==> config.mk <==
export PLATFORM = sky130hd
export DESIGN_NAME = execute_stage
export DESIGN_NICKNAME = d
export VERILOG_FILES = /design/src/rtl/execute_stage.sv
export SDC_FILE = /design/constraint.sdc
export NUM_CORES = 1
export LEC_CHECK = 0
export CAP_MARGIN = 20
export CORE_UTILIZATION = 50
export CTS_CLUSTER_DIAMETER = 60
export DETAILED_ROUTE_END_ITERATION = 10
export PLACE_DENSITY = 0.85
export SYNTH_ARGS = -nofsm -noshare
export SYNTH_HDL_FRONTEND = slang
export SYNTH_SLANG_ARGS = --single-unit
==> constraint.sdc <==
create_clock -name CLK -period 6.55 [get_ports CLK]
set_clock_uncertainty 0.15 [all_clocks]
set_input_delay 1.31 -clock CLK [delete_from_list [all_inputs] [get_ports CLK]]
set_output_delay 1.31 -clock CLK [all_outputs]
set_load 0.1 [all_outputs]
==> src/rtl/execute_stage.sv <==
// Execute stage of a 5-stage MIPS-style pipeline: operand forwarding, ALU,
// a sequential shift-add multiplier that stalls the front end, and the E/M register.
module execute_stage #(
  parameter int WIDTH             = 32,
  parameter int ALU_Control_width = 3,
  parameter int Reg_width         = 5
) (
  input  logic                         CLK,
  input  logic                         RST,
  input  logic [ALU_Control_width-1:0] ALUControlE,
  input  logic                         RegWriteE,
  input  logic                         MemtoRegE,
  input  logic                         MemWriteE,
  input  logic                         RegDstE,
  input  logic                         ALUSrcE,
  input  logic                         MulE,
  input  logic [WIDTH-1:0]             RD1_E,
  input  logic [WIDTH-1:0]             RD2_E,
  input  logic [WIDTH-1:0]             SignImmE,
  input  logic [Reg_width-1:0]         RtE,
  input  logic [Reg_width-1:0]         RdE,
  input  logic [1:0]                   ForwardAE,
  input  logic [1:0]                   ForwardBE,
  input  logic [WIDTH-1:0]             ResultW,
  output logic                         StallMul,
  output logic                         RegWriteM,
  output logic                         MemtoRegM,
  output logic                         MemWriteM,
  output logic [WIDTH-1:0]             ALUOutM,
  output logic [WIDTH-1:0]             WriteDataM,
  output logic [Reg_width-1:0]         WriteRegM
);

  localparam logic [ALU_Control_width-1:0] ALU_AND = ALU_Control_width'(3'b000);
  localparam logic [ALU_Control_width-1:0] ALU_OR  = ALU_Control_width'(3'b001);
  localparam logic [ALU_Control_width-1:0] ALU_ADD = ALU_Control_width'(3'b010);
  localparam logic [ALU_Control_width-1:0] ALU_SUB = ALU_Control_width'(3'b110);
  localparam logic [ALU_Control_width-1:0] ALU_SLT = ALU_Control_width'(3'b111);
  localparam logic [4:0]                   LAST_STEP = 5'(WIDTH - 1);

  typedef enum logic [1:0] {IDLE, BUSY, DONE} mul_state_t;

  mul_state_t           state_reg, state_next;
  logic [4:0]           count_reg, count_next;
  logic [WIDTH-1:0]     mcand_reg, mcand_next;
  logic [WIDTH-1:0]     mplier_reg, mplier_next;
  logic [WIDTH-1:0]     acc_reg, acc_next;

  logic [WIDTH-1:0]     src_a, fwd_b, src_b, alu_result;
  logic [Reg_width-1:0] write_reg_e;
  logic                 stall;

  logic                 reg_write_next, mem_to_reg_next, mem_write_next;
  logic [WIDTH-1:0]     alu_out_next, write_data_next;
  logic [Reg_width-1:0] write_reg_next;

  // Select 2'b11 falls through to the register-file value.
  always_comb begin
    case (ForwardAE)
      2'b01:   src_a = ResultW;
      2'b10:   src_a = ALUOutM;
      default: src_a = RD1_E;
    endcase
    case (ForwardBE)
      2'b01:   fwd_b = ResultW;
      2'b10:   fwd_b = ALUOutM;
      default: fwd_b = RD2_E;
    endcase
  end

  assign src_b       = ALUSrcE ? SignImmE : fwd_b;
  assign write_reg_e = RegDstE ? RdE : RtE;

  always_comb begin
    case (ALUControlE)
      ALU_ADD: alu_result = src_a + src_b;
      ALU_SUB: alu_result = src_a - src_b;
      ALU_AND: alu_result = src_a & src_b;
      ALU_OR:  alu_result = src_a | src_b;
      ALU_SLT: alu_result = {{(WIDTH-1){1'b0}}, ($signed(src_a) < $signed(src_b))};
      default: alu_result = '0;
    endcase
  end

  always_comb begin
    state_next      = state_reg;
    count_next      = count_reg;
    mcand_next      = mcand_reg;
    mplier_next     = mplier_reg;
    acc_next        = acc_reg;
    stall           = 1'b0;
    reg_write_next  = RegWriteE;
    mem_to_reg_next = MemtoRegE;
    mem_write_next  = MemWriteE;
    alu_out_next    = alu_result;
    write_data_next = fwd_b;
    write_reg_next  = write_reg_e;

    case (state_reg)
      IDLE: begin
        if (MulE) begin
          stall           = 1'b1;
          mcand_next      = src_a;
          mplier_next     = src_b;
          acc_next        = '0;
          count_next      = '0;
          reg_write_next  = 1'b0;
          mem_to_reg_next = 1'b0;
          mem_write_next  = 1'b0;
          alu_out_next    = '0;
          write_data_next = '0;
          write_reg_next  = '0;
          state_next      = BUSY;
        end
      end
      BUSY: begin
        stall           = 1'b1;
        if (mplier_reg[0]) acc_next = acc_reg + mcand_reg;
        mcand_next      = mcand_reg << 1;
        mplier_next     = mplier_reg >> 1;
        count_next      = count_reg + 5'd1;
        reg_write_next  = 1'b0;
        mem_to_reg_next = 1'b0;
        mem_write_next  = 1'b0;
        alu_out_next    = '0;
        write_data_next = '0;
        write_reg_next  = '0;
        if (count_reg == LAST_STEP) state_next = DONE;
      end
      DONE: begin
        // Operands were frozen by the stall, so the control bits still belong to the multiply.
        alu_out_next = acc_reg;
        state_next   = IDLE;
      end
      default: state_next = IDLE;
    endcase
  end

  assign StallMul = stall & ~RST;

  always_ff @(posedge CLK or posedge RST) begin
    if (RST) begin
      state_reg  <= IDLE;
      count_reg  <= '0;
      mcand_reg  <= '0;
      mplier_reg <= '0;
      acc_reg    <= '0;
    end else begin
      state_reg  <= state_next;
      count_reg  <= count_next;
      mcand_reg  <= mcand_next;
      mplier_reg <= mplier_next;
      acc_reg    <= acc_next;
    end
  end

  always_ff @(posedge CLK or posedge RST) begin
    if (RST) begin
      RegWriteM  <= 1'b0;
      MemtoRegM  <= 1'b0;
      MemWriteM  <= 1'b0;
      ALUOutM    <= '0;
      WriteDataM <= '0;
      WriteRegM  <= '0;
    end else begin
      RegWriteM  <= reg_write_next;
      MemtoRegM  <= mem_to_reg_next;
      MemWriteM  <= mem_write_next;
      ALUOutM    <= alu_out_next;
      WriteDataM <= write_data_next;
      WriteRegM  <= write_reg_next;
    end
  end

endmodule
; ---- After elaboration in Yosys (flattened, before gate mapping)
; Index checks and enable logic that the tools add are counted.
; Widths: inputs -> output; s select.
[op_classes]
eq_ne = 14
reduce_logical = 6
order_cmp = 1
mux = 31
bitwise_logic = 4
addsub = 4
[op_table]
columns = cell, count
row1 = $pmux 32 s2, 6
row2 = $mux 32, 7
row3 = $pmux 32 s5, 1
row4 = $pmux 32 s3, 1
row5 = $add 32x32->32, 2
row6 = $and 32x32->32, 1
row7 = $lt 32x32->1, 1
row8 = $or 32x32->32, 1
row9 = $sub 32x32->32, 1
row10 = $pmux 5 s2, 2
row11 = $mux 5, 3
row12 = $pmux 1 s2, 4
row13 = $eq 2x1->1 const B, 3
row14 = $eq 2x2->1 const B, 3
row15 = $eq 3x3->1 const B, 2
row16 = $ne 2x2->1 const B, 3
row17 = $add 5x1->5 const B, 1
row18 = $eq 5x5->1 const B, 1
row19 = $mux 1, 4
row20 = $mux 2, 2
row21 = $pmux 2 s2, 1
row22 = $reduce_and 2->1, 2
row23 = $eq 3x1->1 const B, 1
row24 = $eq 3x2->1 const B, 1
row25 = 6 further kinds, 6
[totals]
elab_cells = 71
out_inout_bits = 73
reg_bits = 175
input_bits = 153

; ---- Longest topological paths before layout
[logic_depth]
ltp_word = 7
ltp_mapped = 19
mapped_depth_nobuf = 18

; ---- Worst setup path after synthesis
; Ideal clock, no wire load.
[synth_timing]
path_type = input to register
startpoint = in ForwardBE[0]
endpoint = reg ALUOutM[28]
slack_ns = 1.345
setup_time_ns = 0.124
arrival_ns = 4.931
path_buffers = 2
required_time_ns = 6.276
stages = 18
cell_sequence = inv_1 ha_1 clkbuf_1 clkbuf_1 nor2_1 a21oi_1 o21ai_0 ha_1 fa_1 a21o_1 a2111oi_4 o211ai_1 nand3_1 nand2_1 a221o_1 a31oi_1 nor4_1 o31a_1
[synth_between]
elab_chain_len = 7
word_cells_on_any_way = 11
cone_classes = add/sub (2) / eq/ne (2) / mux (5) / bitwise (2)
[synth_lines]
columns = element, line_no
row1 = from (decl), 23  ; input logic [1:0] ForwardBE,
row2 = $eq 2x2->1 / $eq 2x1->1 (equally long branches), 64  ; case (ForwardBE)
row3 = $pmux 32 s2 *, 64
row4 = $mux 32 *, 71  ; assign src_b = ALUSrcE ? SignImmE : fwd_b;
row5 = "$sub 32x32->32, or another cell as far along", 77  ; ALU_SUB: alu_result = src_a - src_b;
row6 = $pmux 32 s5 *, 75  ; case (ALUControlE)
row7 = $mux 32, 101  ; if (MulE) begin
row8 = $pmux 32 s3 *, 99  ; case (state_reg)
row9 = net alu_out_next[28], 54  ; logic [WIDTH-1:0] alu_out_next, write_data_next;
row10 = to (signal assigned), 169  ; ALUOutM <= alu_out_next;
row11 = to (decl), 29  ; output logic [WIDTH-1:0] ALUOutM,
; Mark *: on every way through the listed nets, which the timed path passes. The rest lies on a longest branch.
; A chain may end at the register's enable or synchronous reset.

; ---- Worst setup path after layout
[layout_timing]
startpoint = in ForwardBE[0]
endpoint = reg ALUOutM[0]
[layout_between]
elab_chain_len = 7
word_cells_on_any_way = 12
cone_classes = add/sub (2) / order compare (1) / eq/ne (2) / mux (5) / bitwise (2)
[layout_lines]
columns = element, line_no
row1 = $eq 2x2->1 / $eq 2x1->1 (equally long branches), 64
row2 = $pmux 32 s2 *, 64
row3 = $mux 32 *, 71
row4 = "$sub 32x32->32, or another cell as far along", 77
row5 = $pmux 32 s5 *, 75
row6 = $mux 32, 101
row7 = $pmux 32 s3 *, 99
row8 = net alu_out_next[0], 54
; Marks and branches as above.

==> run_results.csv <==
group,metric,value,unit
status,status,"finished clean",
hold_path,min-delay-start,"mplier_reg[31]",
pwr,p_int,0.00330,W
logic_synthesis,synth_ff_type,"dfrtp_1",
placement,portBuffers,225,
sta,hold_ws,354,ps
placement,hpwl,39.4,mm
clock_tree,cts.sinks,175,
finish,diodes,0,
sta,rsz0062_at_grt,"false",
pwr,pwr-share-seq,27.3,%
finish,final_net_count,2351,
drt,vias_per_cell,6.23,
logic_synthesis,synth_edf_count,0,
global_routing,grt_pass1_vias,14700,
global_routing,grt_overflow_total,0,
critical_path,startpoint_type,"input pin",
sta,hold_viol,0,
global_routing,grt_usage,36.4,%
finish,drive_above_1_share,5.94,%
critical_path,crit_required,6720,ps
pwr,pwr-share-clk,17.5,%
die,dieHeight,171,um
global_routing,grt_max_degree,101,
global_routing,antenna_found_initial,0,
sta,max_freq,0.168,GHz
logic_synthesis,yosysMostFrequentCell,"nand2_1",
clock_tree,post_cts_buffers,0,
die,die_width,171,um
drt,drtIter0Drc,1915,
critical_path,worstPathMaxFanout,12,
logic_synthesis,synth_cell_types,76,
drt,drt-total-wl,53.4,mm
sta,tightest_slew,1100,ps
placement,place_congestion,0.990,
clock_tree,clk_pin_slew_worst_paths,90,ps
drt,via_count,15300,
finish,fin_area,17700,um2
pwr,p_switching,0.00310,W
finish,areaGrowthSynthToFinish,23.7,%
logic_synthesis,ys_seq_area_share,30.5,%
sta,slew-limit-headroom,27.0,%
clock_tree,clockBufferDepth,2,
critical_path,crit_arrival,6130,ps
pwr,switching_share,48.4,%
pwr,p_leak,7.89,nW
sta,fin_crit,5960,ps
logic_synthesis,synthTopCellsByCount,"nand2_1, nor2_1, dfrtp_1",
drt,first_pass_iters,7,
logic_synthesis,syn-instance-count,1873,
drt,wl_per_cell,21.8,um
sta,setup_viol,0,
die,core_area,28000,um2
pwr,p_comb_share,55.2,%
clock_tree,postCtsHoldBufs,0,
pwr,p_per_area,360,nW/um2
clock_tree,cts_made_buffers,17,
clock_tree,clk_latency,450,ps
hold_path,hp-class,"flip-flop to flip-flop",
critical_path,rrSetupSlack,2270,ps
logic_synthesis,ys_top_cells_by_area,"dfrtp_1, ha_1, nand2_1",
logic_synthesis,ys_ff_latch,175,
sta,fin_crit_sh,91.0,%
placement,dp_slack,280,ps
die,die-area,29400,um2
hold_path,holdPathStages,2,
placement,placed_area,17100,um2
critical_path,startpoint,"ForwardBE[0]",
die,num_rows,61,
clock_tree,cts-root-buf,"clkbuf_16",
critical_path,r2r-start,"ALUOutM[0]",
critical_path,crit_type,"input pin to flip-flop",
critical_path,ff2ff_path_depth,15,
clock_tree,tritoncts,"built",
sta,worst_slack,592,ps
global_routing,grt_pass1_wl,81.7,mm
flow_run,drv_cap,0,
critical_path,r2r_end,"ALUOutM[28]",
logic_synthesis,avgSynthCellArea,7.66,um2
logic_synthesis,synth_top_area_cell,"dfrtp_1",
hold_path,hold-path-endpoint,"mplier_reg[31]",
die,initial_core_util,51.2,%
logic_synthesis,async_flop_share,100,%
pwr,ir_drop,0.566,mV
die,ios,226,
critical_path,cp-end-kind,"flip-flop",
logic_synthesis,synth_top_area_share,30.5,%
logic_synthesis,syn-cell-area,14400,um2
logic_synthesis,yosys_warnings,0,
clock_tree,cts_htree_levels,4,
drt,drc,0,
clock_tree,cts-resized-gates,0,
logic_synthesis,synth_nets,2167,
sta,slew_viol_final,0,
sta,setup_tns,0,ps
drt,antenna_left,0,
metal layers:
layer	track usage, %	wire, um	up-vias
li1	-	-	6966
met1	49.8	22400	7313
met2	55.8	23700	846
met3	8.38	5660	126
met4	13.3	1640	0
met5	0	0	-
area by class of cell:
cell class	instances	area [um2]
clock buffer	17	425
clock inverter	15	208
fill	2452	10300
inverter	108	410
multi-input combinational	1467	9100
sequential	175	4380
tap	378	473
timing repair buffer	288	2750
how the worst max path moves through the flow:
stage / to / slack [ps]
2_1_floorplan: ALUOutM[0] / 340
3_3_place_gp: ALUOutM[22] / 320
3_5_place_dp: ALUOutM[28] / 280
4_1_cts: ALUOutM[28] / 710
5_1_grt: ALUOutM[0] / 360
6_report: ALUOutM[0] / 590
cells by family after synthesis:
| kind of cell | share of synthesized area [%] |
|---|---|
| xor gates and xnor gates | 3.23 |
| DFF | 30.5 |
| muxes | 1.12 |
| buffers and inverters | 6.30 |
| AOI/OAI and AO/OA | 27.6 |
| adders and majority gates | 12.4 |
| and+or+nand+nor | 18.8 |
worst max-delay path, stage by stage:
cell and delay, ps:
clkdlybuf4s50_1 500, ha_1 660, buf_4 270, a22oi_1 80, nor2_1 120, a21oi_1 90
o21ai_0 450, ha_1 460, nand2b_1 220, a221oi_1 340, o22ai_1 210, o22a_1 310
a31oi_2 370, nand3_1 180, a21oi_1 230, o21ai_0 120, a22o_1 210
power by group through the flow:
stage	combinational [W]	sequential [W]	clock, W
4_1_cts	0.00346	0.00173	0.00112
6_report	0.00353	0.00175	0.00112
3_3_place_gp	0.00333	0.00173	0
5_1_grt	0.00385	0.00177	0.00116
2_1_floorplan	0.00235	0.00185	0
3_5_place_dp	0.00343	0.00174	0
placed cells by master, fill, tap and decap left out, types with 18 or more instances in the layout:
master / instances
nor2_1: 204
a31oi_1: 78
nand3_1: 25
a21o_1: 26
dfrtp_1: 175
a22oi_1: 78
nor3_1: 22
ha_1: 136
buf_4: 60
o21ai_0: 172
xor2_1: 18
a221oi_1: 18
clkdlybuf4s50_1: 224
inv_1: 106
xnor2_1: 35
nand2_1: 301
a21oi_1: 119
metrics by stage:
stage | util, % | std cells | power (W)
3_5_place_dp | 61.1 | 2415 | 0.00517
6_report | 63.4 | 2448 | 0.00640
3_3_place_gp | 61.1 | 2415 | 0.00505
2_1_floorplan | - | 1873 | 0.00420
4_1_cts | 63.3 | 2447 | 0.00630
5_1_grt | 63.4 | 2448 | 0.00679
Power figures use the tool's default switching activity.
==> RTL change 1 (same settings) <==
Take the reset off `WriteDataM` and load it in a clocked block of its own.
--- a/src/rtl/execute_stage.sv
+++ b/src/rtl/execute_stage.sv
@@ -160,16 +160,18 @@
       MemtoRegM  <= 1'b0;
       MemWriteM  <= 1'b0;
       ALUOutM    <= '0;
-      WriteDataM <= '0;
       WriteRegM  <= '0;
     end else begin
       RegWriteM  <= reg_write_next;
       MemtoRegM  <= mem_to_reg_next;
       MemWriteM  <= mem_write_next;
       ALUOutM    <= alu_out_next;
-      WriteDataM <= write_data_next;
       WriteRegM  <= write_reg_next;
     end
   end
 
+  always_ff @(posedge CLK) begin
+    WriteDataM <= write_data_next;
+  end
+
 endmodule
Function: changed (Yosys sat finds a counterexample within 4 cycles, from zero or initial values and one cycle with RST high).
==> RTL change 1 against the unedited design <==
- sequential cell count did not move
- count of clock-buffer cells in the layout did not move
- synthesized area fell by 1.1%
- worst setup slack got worse by 0.085 ns
- utilization fell by 0.48 points
- power fell by 1.3%
- global-route usage fell by 1.0 points
- final area fell by 1.3%
- wire length fell by 2.9%
- critical path depth fell by 1
==> RTL change 1: results (changes against the unedited design) <==
Timing
  • Slew margin rel.: 30.1% (+3.1 points)
  • Final hold slack: 0.345 ns (-0.00900 ns)
  • Achievable Freq: 0.165 GHz (-1.4%)

Place
  • Post-detail-place hpwl: 38,500 um (-2.3%)
  • DP Cell Count: 2,410 (-0.21%)
  • Dpl ws: 0.248 ns (-0.0325 ns)
  • GPL Wtd Cong: 0.986 (-0.34%)

Finish
  • # diodes: 1 (+1)
  • Non-clk buf share: 15.5% (about the same)
  • NumNets Final: 2,346 (-0.21%)
  • FILL cells: 2,403 (-2.0%)
  • Clk cell area share: 3.39% (-0.18 points)
  • Seq area share: 24.1% (-0.59 points)
  • Layout cells sized above 1: 5.71% (-0.23 points)

Synth
  • Synth top area share: 25.2% (-5.3 points)
  • Yosys cell types: 77 (+1.3%)
  • Most area-consuming cells after synthesis: dfrtp_1 (25%), ha_1 (12%), nand2_1 (8.0%), o21ai_0 (6.1%), nor2_1 (5.4%)
  • Post-synthesis compound-gate area fraction: 27.9% (+0.31 points)
  • Seq/Total Area, Yosys: 29.7% (-0.78 points)
  • Post-synth top cells: nand2_1 (302), nor2_1 (205), o21ai_0 (172)

Critical path
  • Reg2Reg Depth: 14 (-1)
  • Crit. Startpoint: ForwardBE[1]
  • Reg2reg end: ALUOutM[29]
  • Crit path max fanout: 21 (+9)

Pwr
  • VDD IR max: 0.000528 V (-6.8%)
  • Switching Fraction: 48.6% (+0.14 points)

Drt
  • Metal3 WL: 4960 um (-12%)
  • M1 WL: 22,300 um (-0.42%)
  • Initial DRC Count: 1,642 (-14%)
  • WL/cell: 21.2 um (-2.8%)

GRT
  • Met1 usage: 49.7% (-0.16 points)
  • GR met2 Demand/Resource: 54.8% (-0.97 points)
  • Initial antenna violation count: 2 (+2)

Outcome
  • Outcome: complete, no violations
RTL change 1: changes by cell type after synthesis:
cell,delta
dfxtp_1,+32
dfrtp_1,-32
RTL change 1: power by group through the flow:
stage / logic (uW) / clock network [uW] / registers (uW)
floorplan: 2350 / 0 / 1850
global placement: 3330 / 0 / 1720
detailed placement: 3420 / 0 / 1740
CTS: 3440 / 1080 / 1730
global route: 3830 / 1110 / 1780
finish: 3490 / 1080 / 1740
RTL change 1: worst max-delay path, stage by stage:
cell and delay, ns:
clkdlybuf4s50_1 0.44, inv_1 0.07, ha_1 0.44, buf_4 0.39
a22oi_1 0.15, nor2_1 0.17, a21oi_1 0.08, o21ai_0 0.62
ha_1 0.46, nor4b_4 0.49, a21oi_1 0.16, o31ai_1 0.63
a31oi_1 0.21, xor2_1 0.18, a221oi_1 0.24, o21ai_0 0.12
==> RTL change 2 (same settings) <==
Without the edit above. `WIDTH`: 32 -> 16.
--- a/src/rtl/execute_stage.sv
+++ b/src/rtl/execute_stage.sv
@@ -1,7 +1,7 @@
 // Execute stage of a 5-stage MIPS-style pipeline: operand forwarding, ALU,
 // a sequential shift-add multiplier that stalls the front end, and the E/M register.
 module execute_stage #(
-  parameter int WIDTH             = 32,
+  parameter int WIDTH             = 16,
   parameter int ALU_Control_width = 3,
   parameter int Reg_width         = 5
 ) (
Ports: changed (6 resized); port bits go from 226 to 130. No check against the original RTL was run, so the function may have changed too.
==> RTL change 2 against the unedited design <==
- worst setup slack gained 0.46 ns
- sequential share of layout area grew 1.4 points
- first-iteration DRC count shrank 61%
- largest cell class unchanged
- synthesized area shrank 48%
- sequential cell count shrank 80
- maximum frequency grew 8.4%
- wire length shrank 56%
- final area shrank 49%
- power shrank 57%
==> RTL change 2: results (changes against the unedited design) <==
Critical path
  • WP data arrival: 5.57 ns (-0.56 ns)
  • Crit path max fanout: 16 (+4)
  • Top Family by Delay on Critical Path: compound AO/OA/AOI/OAI gates
  • Reg2reg end: ALUOutM[14]
  • Slowest stage cell, crit path: o41ai_1
  • Reg2Reg Depth: 14 (-1)
  • Reg2reg setup slack: 2.50 ns (+0.23 ns)
  • Largest stage delay, worst path: 0.61 ns (-0.05 ns)
  • Worst r2r src: ALUOutM[0]

Timing
  • Final hold slack: 0.350 ns (-0.00404 ns)
  • Least-Margin Pin Slew: 0.994 ns (-0.101 ns)
  • Setup Viol. Count Final: 0 (unchanged)

Finish
  • Layout cells sized above 1: 4.98% (-0.96 points)
  • Final Non-Filler Cells: 1,208 (-51%)
  • FILL cells: 1,250 (-49%)

Drt
  • Avg Vias per Cell: 6.03 (-3.2%)
  • Initial DRC Count: 748 (-61%)
  • Metal3 WL: 1920 um (-66%)
  • Met2 wire length: 10,700 um (-55%)
  • Max layer used: met4
  • M1 WL: 10,300 um (-54%)
  • WL/cell: 19.6 um (-10%)
  • DRT Pass-1 Iters: 5 (-2)

Synth
  • Post-synthesis net count: 1,078 (-50%)
  • Yosys cell types: 68 (-11%)
  • Async SR Flop Fraction: 100% (unchanged)
  • Seq/Total Area, Yosys: 32.1% (+1.6 points)
  • Syn_area_per_cell: 8.06 sq um (+5.2%)
  • Main synth FF type: dfrtp_1
  • Most area-consuming cells after synthesis: dfrtp_1 (32%), ha_1 (12%), a22oi_1 (6.8%), o21ai_1 (6.4%), nand2_1 (5.5%)
  • Ys Warns: 0 (unchanged)
  • Post-synth top cells: nand2_1 (109), dfrtp_1 (95), o21ai_1 (95)

Clock network
  • Root buffer cell: clkbuf_16
  • CTS Buffer Depth: 2 (unchanged)
  • Post-CTS Setup Inserts: 0 (unchanged)
  • Post-CTS resize count: 0 (unchanged)
  • # hold bufs at CTS: 0 (unchanged)
  • Clock latency on the worst-skew pair: 0.36 ns (-0.09 ns)
  • Clk slew on worst S/H paths: 0.07 ns (-0.02 ns)
  • CTS Buf Count: 9 (-8)
  • CTS H-tree depth: 3 (-1)

Place
  • GPL Wtd Cong: 0.974 (-1.5%)
  • Count of input and output buffers: 129 (-43%)
  • Post-detail-place hpwl: 18,200 um (-54%)

GRT
  • Vias in the first global route: 6,830 (-54%)
  • All-Layer GR Usage: 31.5% (-4.9 points)
  • Pin count of the biggest net entering global routing: 57 (-44%)
  • Grt met3 use: 4.21% (-4.2 points)
  • Met1 usage: 42.2% (-7.7 points)
  • GR met2 Demand/Resource: 51.0% (-4.8 points)
  • First-pass GRT wire length: 36,300 um (-56%)

Pwr
  • VDD IR max: 0.000151 V (-73%)
  • Leakage power total: 0.00397 uW (-50%)

Outcome
  • Outcome: complete, no violations

Min path
  • Hold path cells: 2 (unchanged)
  • Hold EP: mplier_reg[3]
  • Hold/Removal Path Class: register to register
  • Hold path startpoint: mplier_reg[3]
==> RTL change 2: layout make-up <==
type                    instances  share of cell area (%)
clock buffers                  10                    2.52
clock inverters                 6                    1.03
inverters                      56                    2.34
multi-input cells             713                    50.0
flip-flops and latches         95                    26.1
well taps                     184                    2.53
repair buffers                144                    15.4
==> RTL change 2: how the worst max path moves through the flow <==
stage	from	end	cells after the start
2_1_floorplan	ForwardBE[0]	ALUOutM[14]	17
3_3_place_gp	ForwardBE[0]	ALUOutM[13]	14
3_5_place_dp	ForwardBE[0]	ALUOutM[13]	14
4_1_cts	ForwardBE[0]	ALUOutM[14]	17
5_1_grt	ForwardBE[0]	ALUOutM[14]	17
6_report	ForwardBE[0]	ALUOutM[14]	17
==> RTL change 2: cell families (layout without fill, tap and decap cells) <==
family | after synthesis | count (layout) | synth area share (%)
DFF | 95 | 95 | 32.1
and+or+nand+nor | 277 | 277 | 16.8
buffers and inverters | 110 | 216 | 6.39
xor gates and xnor gates | 23 | 23 | 2.72
adders and majority gates | 71 | 71 | 12.2
AOI/OAI and AO/OA | 329 | 329 | 27.9
muxes | 13 | 13 | 1.78
==> RTL change 2: where the power goes <==
part | switching, uW | total [uW] | leakage (uW) | internal (uW)
Clock | 247 | 585 | 0.000153 | 338
Combinational | 857 | 1330 | 0.00253 | 477
Sequential | 113 | 839 | 0.00129 | 726
Total | 1220 | 2760 | 0.00397 | 1540
==> RTL change 2: stage by stage <==
stage	area (sq um)	total power [uW]	setup WS, ns
finish	9100	2760	1.05
global route	9100	2920	0.755
CTS	9100	2750	1.13
detailed placement	8780	2170	0.782
global placement	8780	2140	0.831
floorplan	7400	1810	1.65
